[src/rtl/cpu_pkg.sv]
// rtl/cpu_pkg.sv - shared CPU constants, fetch state encodings and queue entry type
package cpu_pkg;

   localparam int ADDR_W  = 8;
   localparam int INSTR_W = 16;

   localparam logic [INSTR_W-1:0] HALT_INSTR = 16'h0000;

   // instruction field positions: opcode in the top nibble, op2 below it
   localparam int OPCODE_MSB = 15;
   localparam int OPCODE_LSB = 12;
   localparam int OP2_MSB    = 11;
   localparam int OP2_LSB    = 8;

   localparam logic [1:0] FETCH_RUN   = 2'd0;
   localparam logic [1:0] FETCH_DRAIN = 2'd1;
   localparam logic [1:0] FETCH_HALT  = 2'd2;

   typedef struct packed {
      logic [ADDR_W-1:0]  pc;
      logic [INSTR_W-1:0] instr;
   } fetch_entry_t;

endpackage

[src/rtl/fetch_fifo.sv]
// rtl/fetch_fifo.sv - small synchronous prefetch queue with flush
module fetch_fifo #(
   parameter int W     = 24,
   parameter int DEPTH = 2
) (
   input  logic                       clk,
   input  logic                       rst,
   input  logic                       push,
   input  logic [W-1:0]               push_data,
   input  logic                       pop,
   input  logic                       flush,
   output logic [W-1:0]               head,
   output logic [$clog2(DEPTH):0]     count
);

   localparam int AW = $clog2(DEPTH);

   logic [W-1:0]  mem [DEPTH];
   logic [AW-1:0] wr_ptr;
   logic [AW-1:0] rd_ptr;

   assign head = mem[rd_ptr];

   // pointer and occupancy update; flush discards everything, including a same-cycle push
   always_ff @(posedge clk) begin
      if (rst || flush) begin
         wr_ptr <= '0;
         rd_ptr <= '0;
         count  <= '0;
      end else begin
         if (push) wr_ptr <= wr_ptr + AW'(1);
         if (pop)  rd_ptr <= rd_ptr + AW'(1);
         count <= count + (AW+1)'(push) - (AW+1)'(pop);
      end
   end

   // storage write, no reset needed because count gates visibility
   always_ff @(posedge clk) begin
      if (push && !flush) mem[wr_ptr] <= push_data;
   end

endmodule

[src/rtl/fetch_unit.sv]
// rtl/fetch_unit.sv - instruction fetch stage with prefetch queue, redirect and halt
module fetch_unit
   import cpu_pkg::*;
#(
   parameter int                DEPTH    = 2,
   parameter logic [ADDR_W-1:0] RESET_PC = 8'h00
) (
   input  logic                clk,
   input  logic                rst,
   output logic                imem_req,
   output logic [ADDR_W-1:0]   imem_addr,
   input  logic [INSTR_W-1:0]  imem_rdata,
   output logic [INSTR_W-1:0]  instr,
   output logic [ADDR_W-1:0]   instr_pc,
   output logic                instr_valid,
   input  logic                instr_ready,
   input  logic                redirect,
   input  logic [ADDR_W-1:0]   redirect_pc,
   output logic                halted
);

   localparam int CW = $clog2(DEPTH) + 1;

   logic [1:0]        state;
   logic [ADDR_W-1:0] fetch_pc;
   logic              inflight;
   logic [ADDR_W-1:0] inflight_pc;

   logic [CW-1:0]     count;
   logic [CW:0]       occ_after;
   fetch_entry_t      fifo_head;
   fetch_entry_t      resp_entry;
   fetch_entry_t      head;
   logic              fifo_nonempty;
   logic              xfer;
   logic              flush;
   logic              fifo_push;
   logic              fifo_pop;
   logic              halt_seen;
   logic              room;

   // the returning word bypasses an empty queue so a fresh fetch is visible the cycle it lands
   assign resp_entry    = '{pc: inflight_pc, instr: imem_rdata};
   assign fifo_nonempty = (count != '0);
   assign head          = fifo_nonempty ? fifo_head : resp_entry;

   assign instr_valid = (fifo_nonempty || inflight) && (state != FETCH_HALT);
   assign instr       = instr_valid ? head.instr : '0;
   assign instr_pc    = instr_valid ? head.pc    : '0;
   assign halted      = (state == FETCH_HALT);

   assign xfer      = instr_valid && instr_ready;
   assign flush     = redirect && (state != FETCH_HALT);
   assign fifo_pop  = xfer && fifo_nonempty;
   assign fifo_push = inflight && !(xfer && !fifo_nonempty);
   assign halt_seen = inflight && (imem_rdata == HALT_INSTR);

   // occupancy left after this cycle; a request reserves the slot its response will need
   assign occ_after = (CW+1)'(count) + (CW+1)'(inflight) - (CW+1)'(xfer);
   assign room      = occ_after < (CW+1)'(DEPTH);

   // the halt word arriving this cycle must not be followed by another request
   assign imem_req  = !rst && (state == FETCH_RUN) && !redirect && room && !halt_seen;
   assign imem_addr = fetch_pc;

   fetch_fifo #(
      .W     ($bits(fetch_entry_t)),
      .DEPTH (DEPTH)
   ) u_fifo (
      .clk       (clk),
      .rst       (rst),
      .push      (fifo_push),
      .push_data (resp_entry),
      .pop       (fifo_pop),
      .flush     (flush),
      .head      (fifo_head),
      .count     (count)
   );

   // program counter, in-flight tracking and run/drain/halt sequencing
   always_ff @(posedge clk) begin
      if (rst) begin
         state       <= FETCH_RUN;
         fetch_pc    <= RESET_PC;
         inflight    <= 1'b0;
         inflight_pc <= '0;
      end else begin
         inflight <= imem_req;
         if (imem_req) begin
            inflight_pc <= fetch_pc;
            fetch_pc    <= fetch_pc + ADDR_W'(1);
         end
         if (xfer && head.instr == HALT_INSTR) begin
            state <= FETCH_HALT;
         end else if (flush) begin
            state    <= FETCH_RUN;
            fetch_pc <= redirect_pc;
         end else if (halt_seen && state == FETCH_RUN) begin
            state <= FETCH_DRAIN;
         end
      end
   end

endmodule
[config.mk]
export PLATFORM = sky130hd
export DESIGN_NAME = fetch_unit
export DESIGN_NICKNAME = d
export VERILOG_FILES = /design/src/rtl/cpu_pkg.sv /design/src/rtl/fetch_fifo.sv /design/src/rtl/fetch_unit.sv
export SDC_FILE = /design/constraint.sdc
export NUM_CORES = 1
export LEC_CHECK = 0
export CAP_MARGIN = 20
export CORE_MARGIN = 3
export CORE_UTILIZATION = 24
export DETAILED_ROUTE_END_ITERATION = 6
export PLACE_DENSITY_LB_ADDON = 0.05
export SYNTH_ARGS = -nofsm -noshare
export SYNTH_HDL_FRONTEND = slang
export SYNTH_SLANG_ARGS = --single-unit
[constraint.sdc]
create_clock -name clk -period 7.2 [get_ports clk]
set_input_delay 1.08 -clock clk [delete_from_list [all_inputs] [get_ports clk]]
set_output_delay 1.08 -clock clk [all_outputs]
set_load 0.03 [all_outputs]
=== Word-level counts from Yosys, hierarchy flattened ===
Memory sizes are Yosys's and may differ from the RTL's. A register that Yosys moved wholly into a read port is not among the register bits.
Index checks and enable logic that the tools add are counted.

* Memories kept: 1
* Output and inout bits: 35
* Bits in writable memories: 48
* Bits in registers: 23
* Word-level logic and storage cells: 60
* Bits of input ports: 28

* Equality and inequality tests: 2
* Mux-type cells: 13
* $lt $le $gt $ge: 1
* Reductions and logical operators: 28
* $add $sub $neg: 7

{| class="wikitable"
|+ Memory list
! name !! words !! width !! read ports !! clocked after memory_dff !! wr ports !! RTL line !! text
|-
| u_fifo.mem || 2 || 24 || 1 || 1 || 1 || fetch_fifo.sv:18 || <nowiki>logic [W-1:0] mem [DEPTH];</nowiki>
|}

{| class="wikitable"
|+ Operator list
! kind !! count
|-
| logical NOT 16 bit || 2
|-
| 2-to-1 mux 8 bit || 4
|-
| 2-to-1 mux 24 bit || 1
|-
| 2-to-1 mux 16 bit || 1
|-
| logical AND 1 bit || 14
|-
| adder 8 x 1 -> 8 bit (second input constant) || 1
|-
| logical NOT 1 bit || 6
|-
| 2-to-1 mux 2 bit || 3
|-
| 2-to-1 mux 1 bit || 4
|-
| adder 2 x 1 -> 3 bit || 1
|-
| < comparator 3 x 2 -> 1 bit (second input constant) || 1
|-
| nonzero test 3 bit || 1
|-
| OR reduction 3 bit || 1
|-
| subtractor 3 x 1 -> 3 bit || 1
|-
| adder 1 bit (second input constant) || 2
|-
| adder 2 x 1 -> 2 bit || 1
|-
| == test 2 bit (second input constant) || 1
|-
| logical NOT 2 bit || 1
|-
| logical OR 1 bit || 2
|-
| != test 2 bit (second input constant) || 1
|-
| nonzero test 2 bit || 1
|-
| subtractor 2 x 1 -> 2 bit || 1
|}

=== Depth between registers and ports, before layout ===
Gate-level depths: netlist of run 1.

* Depth in word-level cells: 11
* Depth in mapped cells: 13
* Gate-level depth less buffers: 12

=== Hierarchy ===
A second synthesis of run 1 with hierarchy kept.

* Cells, all modules: 302
* Area, all modules: 3,434.5 um^2

{| class="wikitable"
|+ Modules (own cells, without submodules)
! module !! instances !! cells each !! area each (um^2) !! seq. area each (um^2)
|-
| fetch_fifo || 1 || 94 || 2,050.7 || 1,541.5
|-
| fetch_unit || 1 || 208 || 1,383.8 || 380.4
|}

=== Least setup slack after synthesis of run 1 ===
OpenSTA, ideal clock, no wires.

* Path type: input to output
* From: input instr_ready
* To: output imem_req
* Path buffers: 1
* Stages: 9
* Arrival time: 3,045 ps
* Setup slack: 3,075 ps
* Data required time: 6,120 ps
* Path through: o211ai_1 -> nor2_1 -> o21ai_0 -> fa_1 -> xnor2_1 -> nand4b_1 -> a211o_1 -> inv_1 -> buf_1

* Cells in the longest elaborated chain, start to end: 5

{| class="wikitable"
|+ RTL lines
! element !! RTL line !! text
|-
| start, declared || fetch_unit.sv:16 || <nowiki>input logic instr_ready,</nowiki>
|-
| logical AND 1 bit || fetch_unit.sv:52 || <nowiki>assign xfer = instr_valid && instr_ready;</nowiki>
|-
| subtractor 3 x 1 -> 3 bit || fetch_unit.sv:59 || <nowiki>assign occ_after = (CW+1)'(count) + (CW+1)'(inflight) - (CW+1)'(xfer);</nowiki>
|-
| < comparator 3 x 2 -> 1 bit || fetch_unit.sv:60 || <nowiki>assign room = occ_after < (CW+1)'(DEPTH);</nowiki>
|-
| logical AND 1 bit (2 in a row) || fetch_unit.sv:63 || <nowiki>assign imem_req = !rst && (state == FETCH_RUN) && !redirect && room && !halt_seen;</nowiki>
|-
| end, declared || fetch_unit.sv:10 || <nowiki>output logic imem_req,</nowiki>
|}

No other way between the ends.

=== Worst setup path in the final report of run 1 ===
Same ends and word-level chain as after synthesis.

==> results of run 1 <==
per-stage QoR:
stage	total power [W]	area (sq um)
global placement	0.0006212	4124
detailed placement	0.0006211	4124
floorplan	0.0005557	3343
CTS	0.001028	4392
finish	0.001006	4399
global route	0.001053	4399
layout by cell type (no fill, tap or decap), types with 2 or more instances in the layout:
cell	n
a211oi_2	8
a21oi_1	13
dfxtp_1	23
a211oi_1	16
clkbuf_16	9
ha_1	3
nand2_1	20
buf_4	5
mux2_2	13
nor4_1	3
nand4_1	7
edfxtp_1	48
nor3_1	7
clkinv_2	2
mux2i_1	25
inv_1	7
clkdlybuf4s50_1	62
xnor2_1	9
and3_1	2
nor2_1	33
xor2_1	3
clkbuf_1	3
critical path, delay by kind of cell:
family	cells	cell delay (ns)
buf+inv	3	1.62
simple gates	2	0.30
compound gates	3	0.72
xor+xnor	1	0.14
fa+ha+maj	1	0.39
per-layer routing:
metal	global-route usage, %	vias up	wire [microns]
li1	-	1143	-
met1	15.84	1062	3987
met2	16.86	42	3733
met3	3.043	8	381
met4	3.696	0	109
met5	0	-	0
logic make-up after synthesis:
| kind of cell | after synthesis |
|---|---|
| muxes | 38 |
| DFF | 72 |
| adders and majority gates | 4 |
| and+or+nand+nor | 83 |
| AOI/OAI and AO/OA | 45 |
| buffers and inverters | 24 |
| xor gates and xnor gates | 12 |
final timing paths:
| path | startpoint | end | slack, ns | depth (start not counted) |
|---|---|---|---|---|
| worst max register to register | u_fifo.count[1] | imem_addr[4] | 3.57 | 13 |
| worst min register to register | inflight_pc[7] | u_fifo.mem[1][23] | 0.48 | 0 |
| worst max-delay path | instr_ready | imem_req | 1.86 | 10 |
| worst min-delay path | inflight_pc[7] | u_fifo.mem[1][23] | 0.48 | 0 |
report_power, final:
group          total [W]  switching, W  internal, W
sequential      0.000463    0.00000989     0.000453
combinational   0.000146     0.0000854    0.0000609
clock           0.000397      0.000155     0.000241
final cells by class:
class | count | share of cell area (%)
clock buffers | 13 | 5.688
clock inverters | 3 | 0.3982
inverters | 7 | 0.5973
multi-input cells | 182 | 29.64
flip-flops and latches | 72 | 43.71
well taps | 176 | 5.006
repair buffers | 67 | 14.96
sequential cells by signal, indices dropped and copies added, names as in the netlist, named ones only:
name	count
inflight_pc	8
u_fifo.wr_ptr	1
u_fifo.count	2
u_fifo.mem	48
state	2
inflight	1
u_fifo.rd_ptr	1
imem_addr	8
==> impl_metrics.ini, run 1 <==
[sta]
fin_crit_sh_pct = 74.24
finalSetupViolations = 0
finalMaxSlewViolations = 0
worst_slack_ns = 1.855
rsz0062_at_grt = false
finalClockSkew_ns = 0.004829
hold_viol_final = 0
fin_setup_tns_ns = 0
tightest_slew_ns = 0.7970
whs_ns = 0.4795
layout_min_cycle_time_ns = 5.345
max_freq_mhz = 187.1
timing.slew.headroom_pct = 46.74

[synth]
post_synth_xor_area_fraction_pct = 3.144
yosys-top-cells-area = edfxtp_1, dfxtp_1, mux2i_1
synth_top_family_by_area = multiplexers
synth_fp_nets = 310
avgSynthCellArea_sq_um = 12.03
synthSimpleGateAreaFrac_pct = 11.68
ys_warn_count = 0
synth_mux_area_share_pct = 11.86
synth_top_area_share_pct = 43.11
post-synth-top-area-cell = edfxtp_1
postSynth.asyncResetShare_pct = 0
syn_area_sq_mm = 0.003343
ys_seq_elements = 72
synth_most_common_cell = edfxtp_1
synth_commonest_cells = edfxtp_1, nor2_1, mux2i_1
synth_ff_type = edfxtp_1
syn_inst = 278
netlist-cell-type-count = 41
synthAdderAreaFrac_pct = 1.722
ys_seq_area_share_pct = 57.49
synth_edf_count = 48
synth_compound_area_share_pct = 10.25

[finish]
multi_input_area_sq_mm = 0.001304
final_core_util_pct = 32.70
diodes = 0
final.fill_count = 1399
stdcell_count = 520
nNetsFinal = 371
seqCellArea_sq_mm = 0.001923
area_delta_synth_final_pct = 31.59
drive_gt1_share_pct = 12.79

[drt]
route.detailed.drc = 0
viasPerCell = 4.337
via_count = 2255
wl_per_cell_microns = 15.79
drtAntennaViolNets = 0
dr.pass1.iters = 4
drt-initial-drc-count = 138
wirelength_microns = 8211

[floorplan]
die_x_microns = 124.0
floorplan.initialDensity_pct = 24.85
rows = 42
die_h_microns = 124.0
dieArea_sq_mm = 0.01538
ios = 63
core_sq_mm = 0.01345

[critical_path]
slowest_delay_ns = 0.75
path_common_cell = clkdlybuf4s50_1
path_class = in2out
worstPathArrival_ns = 4.26
critical-path-slowest-cell = clkdlybuf4s50_1
cp_data_required_time_ns = 6.12
cp_max_fo = 14
cp_cell_sequence = clkdlybuf4s50_1, o211ai_1, nor2_1, o21ai_0, fa_1, xnor2_1, nand4b_1, a211o_1, inv_1, clkdlybuf4s50_1
cp-start-kind = primary input
crit_path_end_kind = output port

[placement]
port_buffers = 62
place_hpwl_microns = 5700
pre_cts_ws_ns = 1.812
place.gp.congestion = 0.6711
post-place-cells = 503

[cts]
cts_buffer_depth = 2
cts_tree = yes
postCtsHoldBufs = 0
cts.clk_slew.worst_paths_ns = 0.05
clkSinkCount = 72
cts_setup_buffers = 0
clockRootBuffer = clkbuf_16
cts_max_level = 3
cts-buffers-inserted = 9
post_cts_resized = 0
clk_latency_ns = 0.32

[global_route]
antenna_found_initial = 0
grt_use_total_pct = 11.29
grt_pass1_wl_microns = 12900
grt_overflow_total = 0
grt_start_max_net_pins = 33
grt_pass1_vias = 2306

[pwr]
leakage_nw = 1.402
power_density_mw_per_mm2 = 228.7
ir_drop_mv = 0.1063

[run]
cap_violations = 0

[outcome]
status = finished, final reports clean

[hold_path]
hold_path.class = reg2reg
Power figures use the tool's default switching activity.
==> inputs of run 2 (changes only) <==
Clock period 7.2 ns to 5.3 ns, I/O delays scaled along.
==> run 2 against run 1 <==
Effect of this change:
- sequential share of layout area is 0.45 points lower
- clock power is 47% higher
- largest power group unchanged
- clock-buffer cell count is 3 lower
- critical endpoint unchanged
- largest cell class unchanged
- critical path type unchanged
==> impl_metrics.ini, run 2 (same netlist as run 1, synthesis figures left out) <==
[sta]
finalSetupViolations = 0
fin_crit_sh_pct = 84.00
timing.slew.headroom_pct = 45.30
whs_ns = 0.4850
max_freq_mhz = 224.6
tightest_slew_ns = 0.8186
rsz0062_at_grt = false
fin_setup_tns_ns = 0
finalClockSkew_ns = 0.003907
hold_viol_final = 0
finalMaxSlewViolations = 0
layout_min_cycle_time_ns = 4.452

[floorplan]
die_h_microns = 124.0
dieArea_sq_mm = 0.01538
ios = 63
core_sq_mm = 0.01345
die_x_microns = 124.0
floorplan.initialDensity_pct = 24.85
rows = 42

[global_route]
grt_pass1_wl_microns = 12850
grt_overflow_total = 0
antenna_found_initial = 0
grt_pass1_vias = 2282
grt_use_total_pct = 11.18
grt_start_max_net_pins = 32

[placement]
place.gp.congestion = 0.6600
port_buffers = 62
place_hpwl_microns = 5788

[drt]
drt-initial-drc-count = 114
dr.pass1.iters = 4
drtAntennaViolNets = 0
wirelength_microns = 8328
viasPerCell = 4.374
wl_per_cell_microns = 15.95
via_count = 2283
route.detailed.drc = 0

[cts]
cts-buffers-inserted = 9
post_cts_resized = 0
clockRootBuffer = clkbuf_16
postCtsHoldBufs = 0
cts.clk_slew.worst_paths_ns = 0.06
clk_latency_ns = 0.32
cts_setup_buffers = 0
cts_max_level = 3
clkSinkCount = 72
cts_tree = yes
cts_buffer_depth = 2

[pwr]
power_frac_seq_pct = 44.4
leakage_nw = 1.425
p_sw_share_pct = 24.98
p_comb_share_pct = 14.3
power_density_mw_per_mm2 = 318.8
clkPwrFrac_pct = 41.3
report.power.total_w = 0.001416
switching_power_w = 0.0003537
ir_drop_mv = 0.1484
p_int_w = 0.001062

[critical_path]
cp_max_fo = 13
cp-start-kind = primary input
r2r_start = state[0]
cp_data_required_time_ns = 4.51
crit_end = imem_req
rrSetupSlack_ns = 2.12
worstPathArrival_ns = 3.66
rr_worst_depth = 13
reg2reg_to = imem_addr[3]
path_class = in2out
startpoint = instr_ready
crit_path_end_kind = output port

[finish]
nNetsFinal = 373
final_cell_mix = clkdlybuf4s50_1, edfxtp_1, nor2_1, mux2i_1, dfxtp_1
area_delta_synth_final_pct = 32.86
regMostFlops = u_fifo.mem
diodes = 0
largest_reg_flops = 48
final_common_cell = clkdlybuf4s50_1
final.fill_count = 1416
drive_gt1_share_pct = 13.29
final_core_util_pct = 33.02

[run]
cap_violations = 0

[outcome]
status = finished, final reports clean

[hold_path]
hold_path.class = reg2reg
## run 2: cell types whose count changed in the layout (fill, tap and decap cells not counted), sizes merged
cell	delta
buf	+1
clkbuf	-2
clkinv	+2
bufinv	+1
## run 2: stage by stage
step / std cells / instance area, sq um / setup slack, ns
after floorplan: 278 / 3343 / 1.745
after global placement: 504 / 4130 / 0.8694
after detailed placement: 505 / 4145 / 0.8341
after CTS: 521 / 4434 / 0.8211
after global routing: 522 / 4442 / 0.6066
final: 522 / 4442 / 0.8478
## run 2: layer usage
layer / global-route usage (%) / part of all wire, %
met5: 0 / 0
met4: 3.080 / 0.73
met3: 3.043 / 5.2
met2: 17.10 / 45
met1: 15.59 / 49
## run 2: worst min path at each step
stage / start / endpoint / cells past startpoint
final: inflight_pc[7] / inflight_pc[7] / 2
after global routing: inflight_pc[7] / u_fifo.mem[0][23] / 0
after CTS: inflight_pc[7] / u_fifo.mem[0][23] / 0
after detailed placement: inflight_pc[7] / u_fifo.mem[1][23] / 0
after global placement: inflight_pc[7] / u_fifo.mem[0][23] / 0
after floorplan: inflight_pc[0] / u_fifo.mem[0][16] / 0
## run 2: area by class of cell
type                            instances  area, sq um  area share, %
Timing Repair Buffer                   69        680.7          15.32
Tap cell                              176        220.2          4.958
Clock inverter                          6        60.06          1.352
Inverter                                7        26.28         0.5915
Sequential cell                        72         1922          43.27
Multi-Input combinational cell        182         1304          29.35
Clock buffer                           10        229.0          5.155
## run 2: worst max-delay path, stage by stage
cell and delay (ns):
clkdlybuf4s50_1 0.49, o211ai_1 0.15, nor2_1 0.20, o21ai_0 0.14, fa_1 0.39, xnor2_1 0.14, nand4b_1 0.11, a211o_1 0.44
inv_1 0.13, clkdlybuf4s50_1 0.67
## run 2: power by group through the flow
stage	combinational [W]	sequential [W]	clock, W
detailed placement	0.000206	0.000641	0
CTS	0.000207	0.000629	0.000605
floorplan	0.000109	0.000646	0
finish	0.000202	0.000629	0.000585
global route	0.000220	0.000631	0.000633
global placement	0.000202	0.000641	0
==> inputs of run 3 (changes only) <==
Clock period 5.3 ns to 4.65 ns, I/O delays scaled along.
==> run 3 against run 2 <==
Effect of this change:
- via count down 0.92%
- global-route usage up 0.47 points
- clock-buffer cell count down 1
- sequential power rose by 14%
- sequential share of layout area rose by 0.43 points
- clock skew rose by 0.0015 ns
- core utilization down 0.31 points
- total power is 10% higher
- critical endpoint unchanged
- routed wire length increased by 0.58%
- largest cell class unchanged
==> impl_metrics.ini, run 3 (same netlist as run 1, synthesis figures left out) <==
[critical_path]
cp_max_fo = 13
crit_path_end_kind = output port
path_class = reg2out
cp_data_required_time_ns = 3.95
cp-start-kind = flip-flop
worstPathArrival_ns = 3.13

[cts]
cts_buffer_depth = 2
cts_tree = yes
post_cts_resized = 0
cts.clk_slew.worst_paths_ns = 0.06
cts_setup_buffers = 0
clk_latency_ns = 0.33
cts_max_level = 3
clkSinkCount = 72
clockRootBuffer = clkbuf_16
cts-buffers-inserted = 9
postCtsHoldBufs = 0

[placement]
port_buffers = 62
place_hpwl_microns = 5798
place.gp.congestion = 0.6668

[floorplan]
floorplan.initialDensity_pct = 24.85
die_h_microns = 124.0
dieArea_sq_mm = 0.01538
rows = 42
core_sq_mm = 0.01345
die_x_microns = 124.0
ios = 63

[sta]
max_freq_mhz = 261.2
fin_setup_tns_ns = 0
finalClockSkew_ns = 0.005373
finalMaxSlewViolations = 0
tightest_slew_ns = 0.7815
rsz0062_at_grt = false
layout_min_cycle_time_ns = 3.828
hold_viol_final = 0
timing.slew.headroom_pct = 47.77
fin_crit_sh_pct = 82.33
finalSetupViolations = 0

[run]
cap_violations = 0

[finish]
diodes = 0
regMostFlops = u_fifo.mem
largest_reg_flops = 48
area_delta_synth_final_pct = 31.62
final_core_util_pct = 32.71
nNetsFinal = 372
final_common_cell = clkdlybuf4s50_1
drive_gt1_share_pct = 14.20
final_cell_mix = clkdlybuf4s50_1, edfxtp_1, nor2_1, mux2i_1, dfxtp_1

[drt]
viasPerCell = 4.342
drtAntennaViolNets = 0
dr.pass1.iters = 3
wl_per_cell_microns = 16.08
drt-initial-drc-count = 73
route.detailed.drc = 0
via_count = 2262
wirelength_microns = 8376

[global_route]
antenna_found_initial = 0
grt_overflow_total = 0
grt_start_max_net_pins = 25
grt_pass1_vias = 2310
grt_use_total_pct = 11.66
grt_pass1_wl_microns = 13190

[hold_path]
hold_path.class = reg2reg

[pwr]
leakage_nw = 1.418
power_density_mw_per_mm2 = 354.4
ir_drop_mv = 0.1451

[outcome]
status = finished, final reports clean
## run 3: cell types whose count changed in the layout (fill, tap and decap cells not counted), sizes merged
cell           delta
buf               +1
bufinv            -1
clkbuf            -2
clkdlybuf4s50     -1
clkinv            +3
clkinvlp          -1
## run 3: critical path, stage by stage (launching register included)
cell and delay, ns:
dfxtp_1 0.44, or2_1 0.40, o211ai_1 0.20, nor2_1 0.19, o21ai_0 0.14, fa_1 0.39
xnor2_1 0.14, nand4b_1 0.11, a211o_1 0.44, inv_1 0.17, buf_4 0.18
## run 3: routing by layer
layer  GRT usage, %  share of wire [%]  up-vias
met5              0                  0        -
met4          6.160                2.3        0
met3          2.407                3.4       11
met2          16.73                 44       40
met1          16.42                 50     1069
li1               -                  -     1142
## run 3: path summary, 6_finish.rpt
check                  startpoint  depth (start not counted)  slack [ns]           endpoint
hold reg to reg    inflight_pc[7]                          0        0.49  u_fifo.mem[0][23]
setup reg to reg  u_fifo.count[1]                         13        1.26       imem_addr[3]
setup / recovery  u_fifo.count[1]                         10        0.82           imem_req
hold / removal     inflight_pc[7]                          0        0.49  u_fifo.mem[0][23]
## run 3: per-stage QoR
stage | setup WS, ns | hold slack [ns] | power (W) | instance area, sq um | instances
2_1_floorplan | 1.290 | 0.4480 | 0.0008605 | 3343 | 278
3_3_place_gp | 0.8589 | 0.4767 | 0.0009631 | 4136 | 505
3_5_place_dp | 0.8275 | 0.4696 | 0.0009626 | 4136 | 505
4_1_cts | 0.7305 | 0.4911 | 0.001586 | 4400 | 521
5_1_grt | 0.3829 | 0.5152 | 0.001636 | 4400 | 521
6_report | 0.8218 | 0.4867 | 0.001559 | 4400 | 521
## run 3: area by class of cell
class	count	area, sq um
Multi-Input combinational cell	182	1304
Inverter	7	26.28
Clock inverter	7	38.79
Timing Repair Buffer	68	663.1
Sequential cell	72	1923
Fill cell	1426	9052
Tap cell	176	220.2
Clock buffer	9	225.2
## run 3: power breakdown
group          internal [W]  leakage [nW]  switching (W)
sequential         0.000702         0.638      0.0000154
clock              0.000356         0.138       0.000260
combinational     0.0000948         0.642       0.000132
